**src/rtl/decode_if.sv**
```systemverilog
`default_nettype none
// ============================================================================
//  Module      : decode_if
//  Description : Fetch-side and EX-side signal bundle of the swt16 DC stage.
//                master = upstream driver / observer, slave = decode stage.
//  Revision    : 1.0 - initial release
// ============================================================================
interface decode_if #(
    parameter int PC_WIDTH    = 12,
    parameter int INSTR_WIDTH = 16
);
    logic [INSTR_WIDTH-1:0] in_instr;
    logic [PC_WIDTH-1:0]    in_pc;
    logic                   in_flush;
    logic                   out_stall_fe;
    logic [3:0]             out_rf_addr1;
    logic [3:0]             out_rf_addr2;
    logic                   out_valid;
    logic [3:0]             out_op;
    logic [3:0]             out_rd;
    logic [3:0]             out_rs1;
    logic [3:0]             out_rs2;
    logic [15:0]            out_imm;
    logic [PC_WIDTH-1:0]    out_pc;

    modport master (
        output in_instr, in_pc, in_flush,
        input  out_stall_fe, out_rf_addr1, out_rf_addr2, out_valid,
               out_op, out_rd, out_rs1, out_rs2, out_imm, out_pc
    );

    modport slave (
        input  in_instr, in_pc, in_flush,
        output out_stall_fe, out_rf_addr1, out_rf_addr2, out_valid,
               out_op, out_rd, out_rs1, out_rs2, out_imm, out_pc
    );
endinterface
`default_nettype wire

```
**src/rtl/decode.sv**
```systemverilog
`default_nettype none
// ============================================================================
//  Module      : decode
//  Description : swt16 DC stage. Splits 16-bit words into fields, assembles
//                two-word long-immediate ops, detects load-use hazards and
//                registers the result into the DC->EX pipeline register.
//  Revision    : 1.0 - initial release
// ============================================================================
module decode #(
    parameter int PC_WIDTH    = 12,
    parameter int INSTR_WIDTH = 16
) (
    input  wire logic clock,
    input  wire logic reset,
    decode_if.slave   bus
);

    typedef enum logic [0:0] {
        S_W0 = 1'b0,    // expecting a first word
        S_W1 = 1'b1     // expecting the imm16 word of a long op
    } state_t;

    localparam logic [3:0] c_OP_LOAD = 4'h4;

    state_t                 r_state;
    state_t                 w_state_nxt;

    logic                   r_valid;
    logic [3:0]             r_op;
    logic [3:0]             r_rd;
    logic [3:0]             r_rs1;
    logic [3:0]             r_rs2;
    logic [15:0]            r_imm;
    logic [PC_WIDTH-1:0]    r_pc;

    logic                   w_valid_nxt;
    logic [3:0]             w_op_nxt;
    logic [3:0]             w_rd_nxt;
    logic [3:0]             w_rs1_nxt;
    logic [3:0]             w_rs2_nxt;
    logic [15:0]            w_imm_nxt;
    logic [PC_WIDTH-1:0]    w_pc_nxt;

    // First word of a pending long op, held while its immediate arrives
    logic [3:0]             r_hold_op;
    logic [3:0]             r_hold_rd;
    logic [3:0]             r_hold_rs1;
    logic [3:0]             r_hold_rs2;
    logic [PC_WIDTH-1:0]    r_hold_pc;

    logic [3:0]             w_hold_op_nxt;
    logic [3:0]             w_hold_rd_nxt;
    logic [3:0]             w_hold_rs1_nxt;
    logic [3:0]             w_hold_rs2_nxt;
    logic [PC_WIDTH-1:0]    w_hold_pc_nxt;

    logic [INSTR_WIDTH-1:0] w_instr;
    logic                   w_is_nop;
    logic                   w_is_long;
    logic                   w_hazard;

    assign w_instr   = bus.in_instr;
    assign w_is_nop  = (w_instr == '0);
    assign w_is_long = (w_instr[15:14] == 2'b10);

    // A LOAD in EX whose destination feeds the word now in DC must wait a cycle;
    // the immediate word of a long op carries no register operands.
    assign w_hazard = (r_state == S_W0) && r_valid && (r_op == c_OP_LOAD) && !w_is_nop
                   && ((r_rd == w_instr[7:4]) || (r_rd == w_instr[3:0]));

    // A flush overrides the stall: the stalled word is being squashed anyway
    assign bus.out_stall_fe = w_hazard & ~bus.in_flush;
    assign bus.out_rf_addr1 = w_instr[7:4];
    assign bus.out_rf_addr2 = w_instr[3:0];

    assign bus.out_valid = r_valid;
    assign bus.out_op    = r_op;
    assign bus.out_rd    = r_rd;
    assign bus.out_rs1   = r_rs1;
    assign bus.out_rs2   = r_rs2;
    assign bus.out_imm   = r_imm;
    assign bus.out_pc    = r_pc;

    // Next-state and next DC->EX contents; defaults describe a bubble
    always_comb begin
        w_state_nxt    = r_state;
        w_valid_nxt    = 1'b0;
        w_op_nxt       = '0;
        w_rd_nxt       = '0;
        w_rs1_nxt      = '0;
        w_rs2_nxt      = '0;
        w_imm_nxt      = '0;
        w_pc_nxt       = '0;
        w_hold_op_nxt  = r_hold_op;
        w_hold_rd_nxt  = r_hold_rd;
        w_hold_rs1_nxt = r_hold_rs1;
        w_hold_rs2_nxt = r_hold_rs2;
        w_hold_pc_nxt  = r_hold_pc;

        if (bus.in_flush) begin
            w_state_nxt = S_W0;
        end else if (r_state == S_W1) begin
            w_valid_nxt = 1'b1;
            w_op_nxt    = r_hold_op;
            w_rd_nxt    = r_hold_rd;
            w_rs1_nxt   = r_hold_rs1;
            w_rs2_nxt   = r_hold_rs2;
            w_imm_nxt   = w_instr[15:0];
            w_pc_nxt    = r_hold_pc;
            w_state_nxt = S_W0;
        end else if (w_hazard) begin
            w_state_nxt = S_W0;
        end else if (w_is_long) begin
            w_hold_op_nxt  = w_instr[15:12];
            w_hold_rd_nxt  = w_instr[11:8];
            w_hold_rs1_nxt = w_instr[7:4];
            w_hold_rs2_nxt = w_instr[3:0];
            w_hold_pc_nxt  = bus.in_pc;
            w_state_nxt    = S_W1;
        end else begin
            w_valid_nxt = !w_is_nop;
            w_op_nxt    = w_instr[15:12];
            w_rd_nxt    = w_instr[11:8];
            w_rs1_nxt   = w_instr[7:4];
            w_rs2_nxt   = w_instr[3:0];
            w_imm_nxt   = {{12{w_instr[3]}}, w_instr[3:0]};
            w_pc_nxt    = bus.in_pc;
        end
    end

    // State, DC->EX pipeline register and long-op holding registers
    always_ff @(posedge clock or posedge reset) begin
        if (reset) begin
            r_state    <= S_W0;
            r_valid    <= 1'b0;
            r_op       <= '0;
            r_rd       <= '0;
            r_rs1      <= '0;
            r_rs2      <= '0;
            r_imm      <= '0;
            r_pc       <= '0;
            r_hold_op  <= '0;
            r_hold_rd  <= '0;
            r_hold_rs1 <= '0;
            r_hold_rs2 <= '0;
            r_hold_pc  <= '0;
        end else begin
            r_state    <= w_state_nxt;
            r_valid    <= w_valid_nxt;
            r_op       <= w_op_nxt;
            r_rd       <= w_rd_nxt;
            r_rs1      <= w_rs1_nxt;
            r_rs2      <= w_rs2_nxt;
            r_imm      <= w_imm_nxt;
            r_pc       <= w_pc_nxt;
            r_hold_op  <= w_hold_op_nxt;
            r_hold_rd  <= w_hold_rd_nxt;
            r_hold_rs1 <= w_hold_rs1_nxt;
            r_hold_rs2 <= w_hold_rs2_nxt;
            r_hold_pc  <= w_hold_pc_nxt;
        end
    end

endmodule
`default_nettype wire

```
**src/flat_wrapper.sv**
```systemverilog
// flat-port wrapper written by rule: the top's interface ports become plain ports
module decode_flat 
#(
    parameter int PC_WIDTH    = 12,
    parameter int INSTR_WIDTH = 16
)
  (clock, reset, bus_in_instr, bus_in_pc, bus_in_flush, bus_out_stall_fe, bus_out_rf_addr1, bus_out_rf_addr2, bus_out_valid, bus_out_op, bus_out_rd, bus_out_rs1, bus_out_rs2, bus_out_imm, bus_out_pc);
  decode_if #(.PC_WIDTH(PC_WIDTH), .INSTR_WIDTH(INSTR_WIDTH)) bus_i ();
  input  wire logic clock;
  input  wire logic reset;
  input wire logic [$bits(bus_i.in_instr)-1:0] bus_in_instr;
  input wire logic [$bits(bus_i.in_pc)-1:0] bus_in_pc;
  input wire logic [$bits(bus_i.in_flush)-1:0] bus_in_flush;
  output wire logic [$bits(bus_i.out_stall_fe)-1:0] bus_out_stall_fe;
  output wire logic [$bits(bus_i.out_rf_addr1)-1:0] bus_out_rf_addr1;
  output wire logic [$bits(bus_i.out_rf_addr2)-1:0] bus_out_rf_addr2;
  output wire logic [$bits(bus_i.out_valid)-1:0] bus_out_valid;
  output wire logic [$bits(bus_i.out_op)-1:0] bus_out_op;
  output wire logic [$bits(bus_i.out_rd)-1:0] bus_out_rd;
  output wire logic [$bits(bus_i.out_rs1)-1:0] bus_out_rs1;
  output wire logic [$bits(bus_i.out_rs2)-1:0] bus_out_rs2;
  output wire logic [$bits(bus_i.out_imm)-1:0] bus_out_imm;
  output wire logic [$bits(bus_i.out_pc)-1:0] bus_out_pc;
  assign bus_i.in_instr = bus_in_instr;
  assign bus_i.in_pc = bus_in_pc;
  assign bus_i.in_flush = bus_in_flush;
  assign bus_out_stall_fe = bus_i.out_stall_fe;
  assign bus_out_rf_addr1 = bus_i.out_rf_addr1;
  assign bus_out_rf_addr2 = bus_i.out_rf_addr2;
  assign bus_out_valid = bus_i.out_valid;
  assign bus_out_op = bus_i.out_op;
  assign bus_out_rd = bus_i.out_rd;
  assign bus_out_rs1 = bus_i.out_rs1;
  assign bus_out_rs2 = bus_i.out_rs2;
  assign bus_out_imm = bus_i.out_imm;
  assign bus_out_pc = bus_i.out_pc;
  decode #(.PC_WIDTH(PC_WIDTH), .INSTR_WIDTH(INSTR_WIDTH)) u_core (.clock(clock), .reset(reset), .bus(bus_i));
endmodule
```
**config.mk**
```make
export PLATFORM = sky130hd
export DESIGN_NAME = decode_flat
export DESIGN_NICKNAME = d
export VERILOG_FILES = /design/src/rtl/decode_if.sv /design/src/rtl/decode.sv /design/src/flat_wrapper.sv
export SDC_FILE = /design/constraint.sdc
export NUM_CORES = 1
export LEC_CHECK = 0
export CAP_MARGIN = 20
export CORE_MARGIN = 2
export CORE_UTILIZATION = 45
export DETAILED_ROUTE_END_ITERATION = 8
export GPL_ROUTABILITY_DRIVEN = 0
export PLACE_DENSITY = 0.74
export RECOVER_POWER = 25
export SYNTH_ARGS = -nofsm -noshare
export SYNTH_HDL_FRONTEND = slang
export SYNTH_SLANG_ARGS = --single-unit
```
**constraint.sdc**
```tcl
create_clock -name clock -period 4.45 [get_ports clock]
set_clock_uncertainty 0.1 [all_clocks]
set_input_delay 0.6675 -clock clock [delete_from_list [all_inputs] [get_ports clock]]
set_output_delay 0.6675 -clock clock [all_outputs]
set_load 0.01 [all_outputs]
```
* After elaboration in Yosys (flattened, before gate mapping)
Cells that the tools add are included.
** Word-level totals
- Input port bits :: 31
- Output and inout port bits :: 54
- Word-level logic and storage cells :: 61
- Register bits after elaboration :: 74
** Operators by class
- Reductions and logical operators :: 8
- Eq/ne operators :: 4
- Multiplexer cells :: 32
- Bitwise logic cells :: 4
** Operators by type and width (number)
- $mux W16 :: 4
- $mux W4 :: 16
- $mux W12 :: 4
- $logic_not A16 Y1 :: 1
- $eq A4 B4 Y1 :: 2
- $mux W1 :: 8
- $eq A4 B3 Y1 const B :: 1
- $logic_and A1 B1 Y1 :: 4
- $reduce_and A4 Y1 :: 1
- $not A1 Y1 :: 3
- $eq A2 B2 Y1 const B :: 1
- $and A1 B1 Y1 :: 1
- $logic_not A1 Y1 :: 1
- $logic_or A1 B1 Y1 :: 1

* Depth between registers and ports, before layout
Gate-level depths: netlist (run 1).
- Depth in word-level cells :: 8
- Gate-level depth with buffers :: 7
- Gate-level depth less buffers :: 5

* Least setup slack after synthesis (run 1)
No wires, ideal clock.
- Path kind :: input to output
- From :: input port bus_in_instr[5]
- To :: output port bus_out_stall_fe
- Stages :: 5
- Data required time :: 3.682 ns
- Setup slack :: 1.920 ns
- Data arrival time :: 1.762 ns
- Buffers on the path :: 0
- Cell sequence :: xor2_1 > nor4_1 > or2_2 > nand2_1 > nor3b_1
** On the way
- Cells in the longest elaborated chain, start to end :: 5
- Elaborated cells on any way between the ends :: 7
- Those cells by class :: eq/ne: 1; bitwise: 1; reduce/logical: 5
** RTL lines
- start: declaration :: line flat_wrapper.sv:11 : input wire logic [$bits(bus_i.in_instr)-1:0] bus_in_instr;
- $logic_not A16 Y1 :: line decode.sv:63 : assign w_is_nop = (w_instr == '0);
- $logic_not A1 Y1 :: line decode.sv:68 : assign w_hazard = (r_state == S_W0) && r_valid && (r_op == c_OP_LOAD) && !w_is_nop
- $logic_and A1 B1 Y1 :: line decode.sv:68
- $logic_and A1 B1 Y1 * :: line decode.sv:69 : && ((r_rd == w_instr[7:4]) || (r_rd == w_instr[3:0]));
- $and A1 B1 Y1 * :: line decode.sv:72 : assign bus.out_stall_fe = w_hazard & ~bus.in_flush;
- end: declaration :: line flat_wrapper.sv:14 : output wire logic [$bits(bus_i.out_stall_fe)-1:0] bus_out_stall_fe;
Every way passes the cells marked *; elsewhere a longest branch is shown, timed or not.

* Final worst setup path (run 1)
- From :: input port bus_in_instr[1]
- To :: output port bus_out_stall_fe
The elaborated chain is that of the path after synthesis.

==> metrics.log, run 1 <==
INFO  metric run_status = finished, violations left
INFO  metric failed_checks = max-capacitance violations, max-slew violations
INFO  metric finalWirelength = between 6 and 7 mm
INFO  metric grt_pass1_wl = about 10 mm
INFO  metric layout.cell_area.non_filler = around 0.0040 mm²
INFO  metric cts_resized = 0
INFO  metric slew_headroom = -24.7%
INFO  metric post_synth.cell_area_avg = 14.7 µm²
INFO  metric nNetsFinal = between 300 and 400
INFO  metric cts.path.max_buffers = 2
INFO  metric first_pass_iters = 4
INFO  metric timing.hold.worst.class = reg -> reg
INFO  metric post-cts-setup-buffers = 0
INFO  metric period_share = 82.7%
INFO  metric detail_route.wl_per_cell = 17.0 µm
INFO  metric die_area = slightly above 0.007 mm²
INFO  metric clkTransAtPathRegs = roughly 0.080 ns
INFO  metric syn_area = 0.00294 mm²
INFO  metric remaining_overflow_grt = 0
INFO  metric crit_arrival = slightly below 3 ns
INFO  metric worst_ep_required_time = roughly 3.7 ns
INFO  metric tritoncts_buffer_count = 9
INFO  metric post-synth-top-area-cell = dfrtp_1
INFO  metric total_leakage_power = 1.90 nW
INFO  metric num_vias = approximately 1.9k
INFO  metric detail_route.drc_violations = 0
INFO  metric max_freq = between 200 and 300 MHz
INFO  metric placementRows = 29
INFO  metric grt_pass1_vias = just over 2k
INFO  metric numClockSinks = 74
INFO  metric path_class = in -> out
INFO  metric final-instance-count-excl-fill = between 300 and 400
INFO  metric synth-edff-count = 0
INFO  metric cp_max_fo = 6
INFO  metric ys_types = 30
INFO  metric finalSetupViolations = 0
INFO  metric synth_warnings = 0
INFO  metric die_outline_width = about 85 µm
INFO  metric detailed_place_hpwl = a little over 4 mm
INFO  metric worst-r2r-setup-slack = between 1.5 and 2 ns
INFO  metric cp_slowest_cell = clkdlybuf4s50_1
INFO  metric grtUsageTotal = 19.2%
INFO  metric areaGrowthSynthToFinish = 36.6%
INFO  metric setup.worst_path.end_class = primary output
INFO  metric share_of_cells_above_drive_strength_1 = 18.7%
INFO  metric cpMostUsedCell = clkdlybuf4s50_1
INFO  metric syn-num-nets = between 200 and 250
INFO  metric cts_tree = yes
INFO  metric dominantRegCellSynth = dfrtp_1
INFO  metric power = approximately 1.6 mW
INFO  metric max-cap-violations = 2
INFO  metric num_antenna_cells = 0
INFO  metric postLayoutSetupSlackWorst = between 0.7 and 0.8 ns
INFO  metric critical-path-max-stage-delay = 0.60 ns
INFO  metric max_slew.worst_pin.slew = 1.86 ns
INFO  metric setup.worst_path.start = bus_in_instr[1]
INFO  metric grt_start_max_net_pins = 45
INFO  metric grt_setup_unrepaired = no
INFO  metric final_max_slew_viol_count = 77
INFO  metric post_synth_inst_count = 200
INFO  metric utilization = between 60% and 70%
INFO  metric antenna_found_initial = 0
INFO  metric reg2reg_from = u_core.bus.out_rd[1]
INFO  metric timing.critical_path.cells = clkdlybuf4s50_1 > xor2_1 > nor4_1 > or2_2 > nand2_1 > nor3b_1 > clkdlybuf4s50_1
INFO  metric cts-hold-fix-buffers = 0
INFO  metric postRouteAntennaNets = 0
INFO  metric io_buffers = 84
INFO  metric startpoint_kind_of_the_worst_setup_timing_path = primary input
INFO  metric worstHoldStart = u_core.r_hold_rs2[3]
INFO  metric final_period_minus_worst_setup_slack = between 3 and 4 ns
INFO  metric top_level_ports = 85
INFO  metric synthArstFlopShare = 100%
INFO  metric die_height = ~85 µm
INFO  metric max-vdd-ir-drop = approximately 0.32 mV
INFO  metric clockRootBuffer = clkbuf_8
INFO  metric synthTopCellsByCount = dfrtp_1, a22o_1, mux2_2, a21o_1, buf_4
INFO  metric seq_area_frac_synth = approximately 63%
INFO  metric worst_skew_pair.late_latency = ~0.34 ns
INFO  metric power.density_cell_area = just over 400 mW/mm²
INFO  metric core_region = around 0.0063 mm²
INFO  metric first_iter_violations = 45
INFO  metric hold_viol_final = 0
INFO  metric post_drt_via_cell_ratio = around 5.3
INFO  metric timing.setup.tns = 0 ns
INFO  metric htree_num_levels = 3
INFO  metric dpl.cell_count = 345
INFO  metric post_place_worst_slack = a little under 0.8 ns
INFO  metric post_dp_cell_area = roughly 0.0038 mm²
INFO  metric yosys.cell_count.top_type = dfrtp_1
INFO  metric ys_seq_elements = between 70 and 80
INFO  metric finalHoldWorstSlack = roughly 0.38 ns
INFO  metric synthTopCellsByArea = dfrtp_1, a22o_1, mux2_2, mux2_4, a21o_1
INFO  metric synth_top_area_share = 63.0%
INFO  metric initial_utilization = between 40% and 50%
==> critical path, delay by kind of cell <==
kind,cells,cell delay [ns]
buf+inv,2,1.12
simple gates,4,0.92
xor+xnor,1,0.21
==> report_power, final <==
group,internal [mW],switching (mW),total [mW],leakage (nW)
Clock,0.349,0.248,0.597,0.116
Combinational,0.149,0.0994,0.248,0.850
Sequential,0.749,0.0365,0.786,0.937
Total,1.25,0.384,1.63,1.90
==> final timing paths <==
kind	to	cells past startpoint
worst min-delay path	u_core.bus.out_rs2[3]	1
max in group asynchronous	u_core.bus.out_rd[2]	3
worst max-delay path	bus_out_stall_fe	7
worst max register to register	u_core.r_hold_rs2[2]	6
min in group asynchronous	u_core.bus.out_pc[6]	2
worst min register to register	u_core.bus.out_rs2[3]	1
==> per-layer routing <==
layer  part of all wire [%]  global-route usage [%]  wire length (µm)  vias up
met5                      0                       0                 0        -
met4                    1.1                    6.06                65        0
met3                    8.2                    9.24               506        6
met2                     47                    28.6              2920       71
met1                     43                    25.1              2660      950
li1                       -                       -                 -      873
==> cell usage in the layout (no fill, tap or decap) <==
cell type / Yosys / layout
a21o_1: 13 / 13
a22o_1: 25 / 25
a31oi_4: 1 / 1
a32o_1: 1 / 1
a41o_1: 1 / 1
and2_1: 5 / 5
and3_1: 1 / 1
and4_1: 1 / 1
buf_4: 9 / 2
bufinv_16: 0 / 2
clkbuf_1: 5 / 1
clkbuf_8: 0 / 11
clkdlybuf4s50_1: 0 / 83
clkinv_4: 0 / 1
clkinvlp_2: 0 / 1
clkinvlp_4: 0 / 1
dfrtp_1: 74 / 74
dlygate4sd3_1: 0 / 1
inv_1: 3 / 2
inv_6: 0 / 1
mux2_2: 19 / 19
mux2_4: 7 / 7
nand2_1: 4 / 4
nand2b_1: 2 / 2
nand3b_2: 1 / 1
nand4_1: 1 / 1
nand4_2: 1 / 1
nor2_1: 1 / 1
nor2b_4: 0 / 1
nor3b_1: 1 / 1
nor4_1: 5 / 5
nor4_2: 2 / 2
o211a_1: 1 / 1
o211ai_2: 1 / 1
or2_2: 1 / 1
xor2_1: 8 / 8
==> layout make-up <==
type	count	area, µm²
sequential	74	1850
fill	490	2330
tap	77	96.3
multi-input combinational	104	961
timing repair buffer	87	860
clock buffer	11	151
clock inverter	5	85.1
inverter	3	12.5
==> state kept, by name, indices dropped and copies added, names as in the netlist <==
signal	count
u_core.r_state	1
u_core.bus.out_rs2	4
u_core.bus.out_rd	4
u_core.bus.out_rs1	4
u_core.r_hold_op	4
u_core.r_hold_rs2	4
u_core.bus.out_pc	12
u_core.bus.out_op	4
u_core.bus.out_valid	1
u_core.r_hold_rs1	4
u_core.r_hold_pc	12
u_core.r_hold_rd	4
u_core.bus.out_imm	16
==> cell families (layout without fill, tap and decap cells) <==
logic type	Yosys count	count (layout)	synth area share, %
muxes	26	26	10.9
and+or+nand+nor	27	27	6.26
xor gates and xnor gates	8	8	2.38
DFF	74	74	63.0
AOI/OAI and AO/OA	43	43	12.9
buffers and inverters	22	106	4.60
(Power assumes the default switching activity.)
==> run 2, diff against run 1 <==
clock period = 3.5 ns   (was 4.45 ns; I/O delays follow)
==> run 2 against run 1 <==
Compared with the run above:
- the flow now finishes without violations
- final area up 1.8%
- worst hold slack lost 0.0076 ns
- non-clock buffer count increased by 12
- clock power grew 13%
- core utilization is 1.1 points higher
- total power increased by 23%
- sequential share of layout area decreased by 0.80 points
- highest routed layer unchanged
- combinational power rose by 33%
- global-route usage is essentially flat
- critical path type unchanged
- sequential power is 27% higher
- critical path depth unchanged
- cell count increased by 3.3%
==> metrics.log, run 2 (same netlist as run 1, synthesis figures left out) <==
INFO  metric run_status = finished, final reports clean
INFO  metric placementRows = 29 (unchanged)
INFO  metric flip_flop_count_of_the_largest_register_after_layout = 16 (unchanged)
INFO  metric die_area = 0.00720 mm² (unchanged)
INFO  metric max-cap-violations = 0 (-2)
INFO  metric worst_r2r_path_depth = 7 (+1)
INFO  metric timing.setup.tns = 0 ns (unchanged)
INFO  metric internal-power = 1.48 mW (+19%)
INFO  metric hold_viol_final = 0 (unchanged)
INFO  metric grtUsageTotal = 19.2% (about the same)
INFO  metric antenna_found_initial = 0 (unchanged)
INFO  metric core_region = 0.00635 mm² (unchanged)
INFO  metric setup.worst_path.end_class = primary output
INFO  metric num_antenna_cells = 0 (unchanged)
INFO  metric cp_max_fo = 2 (-4)
INFO  metric cts.path.max_buffers = 2 (unchanged)
INFO  metric most-common-layout-cells = clkdlybuf4s50_1, dfrtp_1, a22o_1
INFO  metric clkTransAtPathRegs = 0.09 ns (about the same)
INFO  metric startpoint_kind_of_the_worst_setup_timing_path = primary input
INFO  metric share_comb_of_total_power = 16.5% (+1.3 points)
INFO  metric remaining_overflow_grt = 0 (unchanged)
INFO  metric final_max_slew_viol_count = 0 (-100%)
INFO  metric cts_tree = yes
INFO  metric max_slew.worst_pin.slew = 1.41 ns (-0.448 ns)
INFO  metric timing.hold.worst.class = reg -> reg
INFO  metric tritoncts_buffer_count = 9 (unchanged)
INFO  metric nNetsFinal = 322 (+3.9%)
INFO  metric finalWirelength = 6.46 mm (+5.1%)
INFO  metric detail_route.drc_violations = 0 (unchanged)
INFO  metric finalSetupViolations = 0 (unchanged)
INFO  metric htree_num_levels = 3 (unchanged)
INFO  metric detailed_place_hpwl = 4.46 mm (+7.5%)
INFO  metric final_common_cell = clkdlybuf4s50_1
INFO  metric netSwitchingPower = 517 µW (+35%)
INFO  metric num_vias = 1971 (+3.7%)
INFO  metric first_iter_violations = 62 (+38%)
INFO  metric grt_pass1_wl = 10.5 mm (+0.19%)
INFO  metric path_class = in -> out
INFO  metric total_leakage_power = 1.94 nW (+2.0%)
INFO  metric crit_arrival = 2.58 ns (-0.33 ns)
INFO  metric io_buffers = 84 (unchanged)
INFO  metric power = 2.00 mW (+23%)
INFO  metric detail_route.wl_per_cell = 17.3 µm (+1.7%)
INFO  metric grt_setup_unrepaired = no
INFO  metric share_of_cells_above_drive_strength_1 = 22.0% (+3.3 points)
INFO  metric die_height = 84.8 µm (unchanged)
INFO  metric post_drt_via_cell_ratio = 5.28 (+0.40%)
INFO  metric areaGrowthSynthToFinish = 39.1%
INFO  metric worst_ep_required_time = 2.87 ns (-0.81 ns)
INFO  metric period_share = around nine tenths
INFO  metric max_freq = approximately 310 MHz
INFO  metric p_seq_share = 49.8% (+1.6 points)
INFO  metric grt_pass1_vias = 2032 (-0.34%)
INFO  metric final_period_minus_worst_setup_slack = 3.20 ns
INFO  metric worst_skew_pair.late_latency = 0.36 ns (+0.02 ns)
INFO  metric top_level_ports = 85 (unchanged)
INFO  metric max-vdd-ir-drop = 0.257 mV (-21%)
INFO  metric clockRootBuffer = clkbuf_8
INFO  metric cts-hold-fix-buffers = 0 (unchanged)
INFO  metric sw_frac_of_total = 25.8% (+2.3 points)
INFO  metric slew_headroom = 5.84% (+31 points)
INFO  metric initial_utilization = 46.3% (unchanged)
INFO  metric die_outline_width = 84.8 µm (unchanged)
INFO  metric grt_start_max_net_pins = 27 (-40%)
INFO  metric power.density_cell_area = 489 mW/mm² (+20%)
INFO  metric numClockSinks = 74 (unchanged)
INFO  metric timing.hold.worst_path_depth = 1 (unchanged)
INFO  metric first_pass_iters = 6 (+2)
INFO  metric postRouteAntennaNets = 0 (unchanged)
INFO  metric clockPowerShare = 33.6% (-3.0 points)
[run 2: path summary, 6_finish.rpt]
kind                                           start               endpoint  slack, ns
worst min-delay path            u_core.r_hold_rs2[3]  u_core.bus.out_rs2[3]       0.37
worst max register to register  u_core.bus.out_rd[1]   u_core.r_hold_rs1[2]       1.10
min in group asynchronous                      reset   u_core.bus.out_pc[4]       0.75
max in group asynchronous                      reset  u_core.bus.out_pc[11]       0.77
worst min register to register  u_core.r_hold_rs2[3]  u_core.bus.out_rs2[3]       0.37
worst max-delay path                 bus_in_instr[3]       bus_out_stall_fe       0.30
[run 2: layer usage]
layer,vias up,global-route usage (%),share of wire (%)
li1,893,-,-
met1,993,26.9,47
met2,75,27.8,44
met3,10,6.13,7.1
met4,0,8.23,1.9
met5,-,0,0
[run 2: repair_timing]
item / CTS / global route
resized for setup: 0 / 1
setup buffers: 0 / 0
setup endpoints to repair: 0 / 1
[run 2: final cells by class]
class | count | area, µm²
inverters | 3 | 12.5
clock inverters | 7 | 78.8
flip-flops and latches | 74 | 1850
multi-input cells | 104 | 967
well taps | 77 | 96.3
repair buffers | 99 | 958
fillers | 481 | 2260
clock buffers | 9 | 124
[run 2: worst max-delay path, stage by stage]
cell and delay [ns]:
clkdlybuf4s50_1 0.48, xor2_1 0.19, nor4_1 0.32, or2_2 0.21
nand2_1 0.08, nor3b_1 0.19, clkdlybuf4s50_1 0.58
[run 2: per-stage QoR]
| step | hold WS (ns) | util, % | cell area, µm² | worst slack (ns) | cells |
|---|---|---|---|---|---|
| after floorplan | 0.330 | - | 2940 | 0.993 | 200 |
| after global placement | 0.351 | 61.2 | 3890 | 0.253 | 357 |
| after detailed placement | 0.346 | 61.2 | 3890 | 0.246 | 357 |
| after CTS | 0.376 | 64.4 | 4090 | 0.219 | 373 |
| after global routing | 0.395 | 64.4 | 4090 | 0.112 | 373 |
| final | 0.372 | 64.4 | 4090 | 0.299 | 373 |
[run 2: power groups by stage]
| stage | sequential [mW] | combinational, mW | clock [mW] |
|---|---|---|---|
| global placement | 1.01 | 0.329 | 0 |
| finish | 0.997 | 0.331 | 0.673 |
| CTS | 0.997 | 0.336 | 0.686 |
| detailed placement | 1.01 | 0.333 | 0 |
| floorplan | 1.02 | 0.156 | 0 |
| global route | 1.01 | 0.357 | 0.729 |
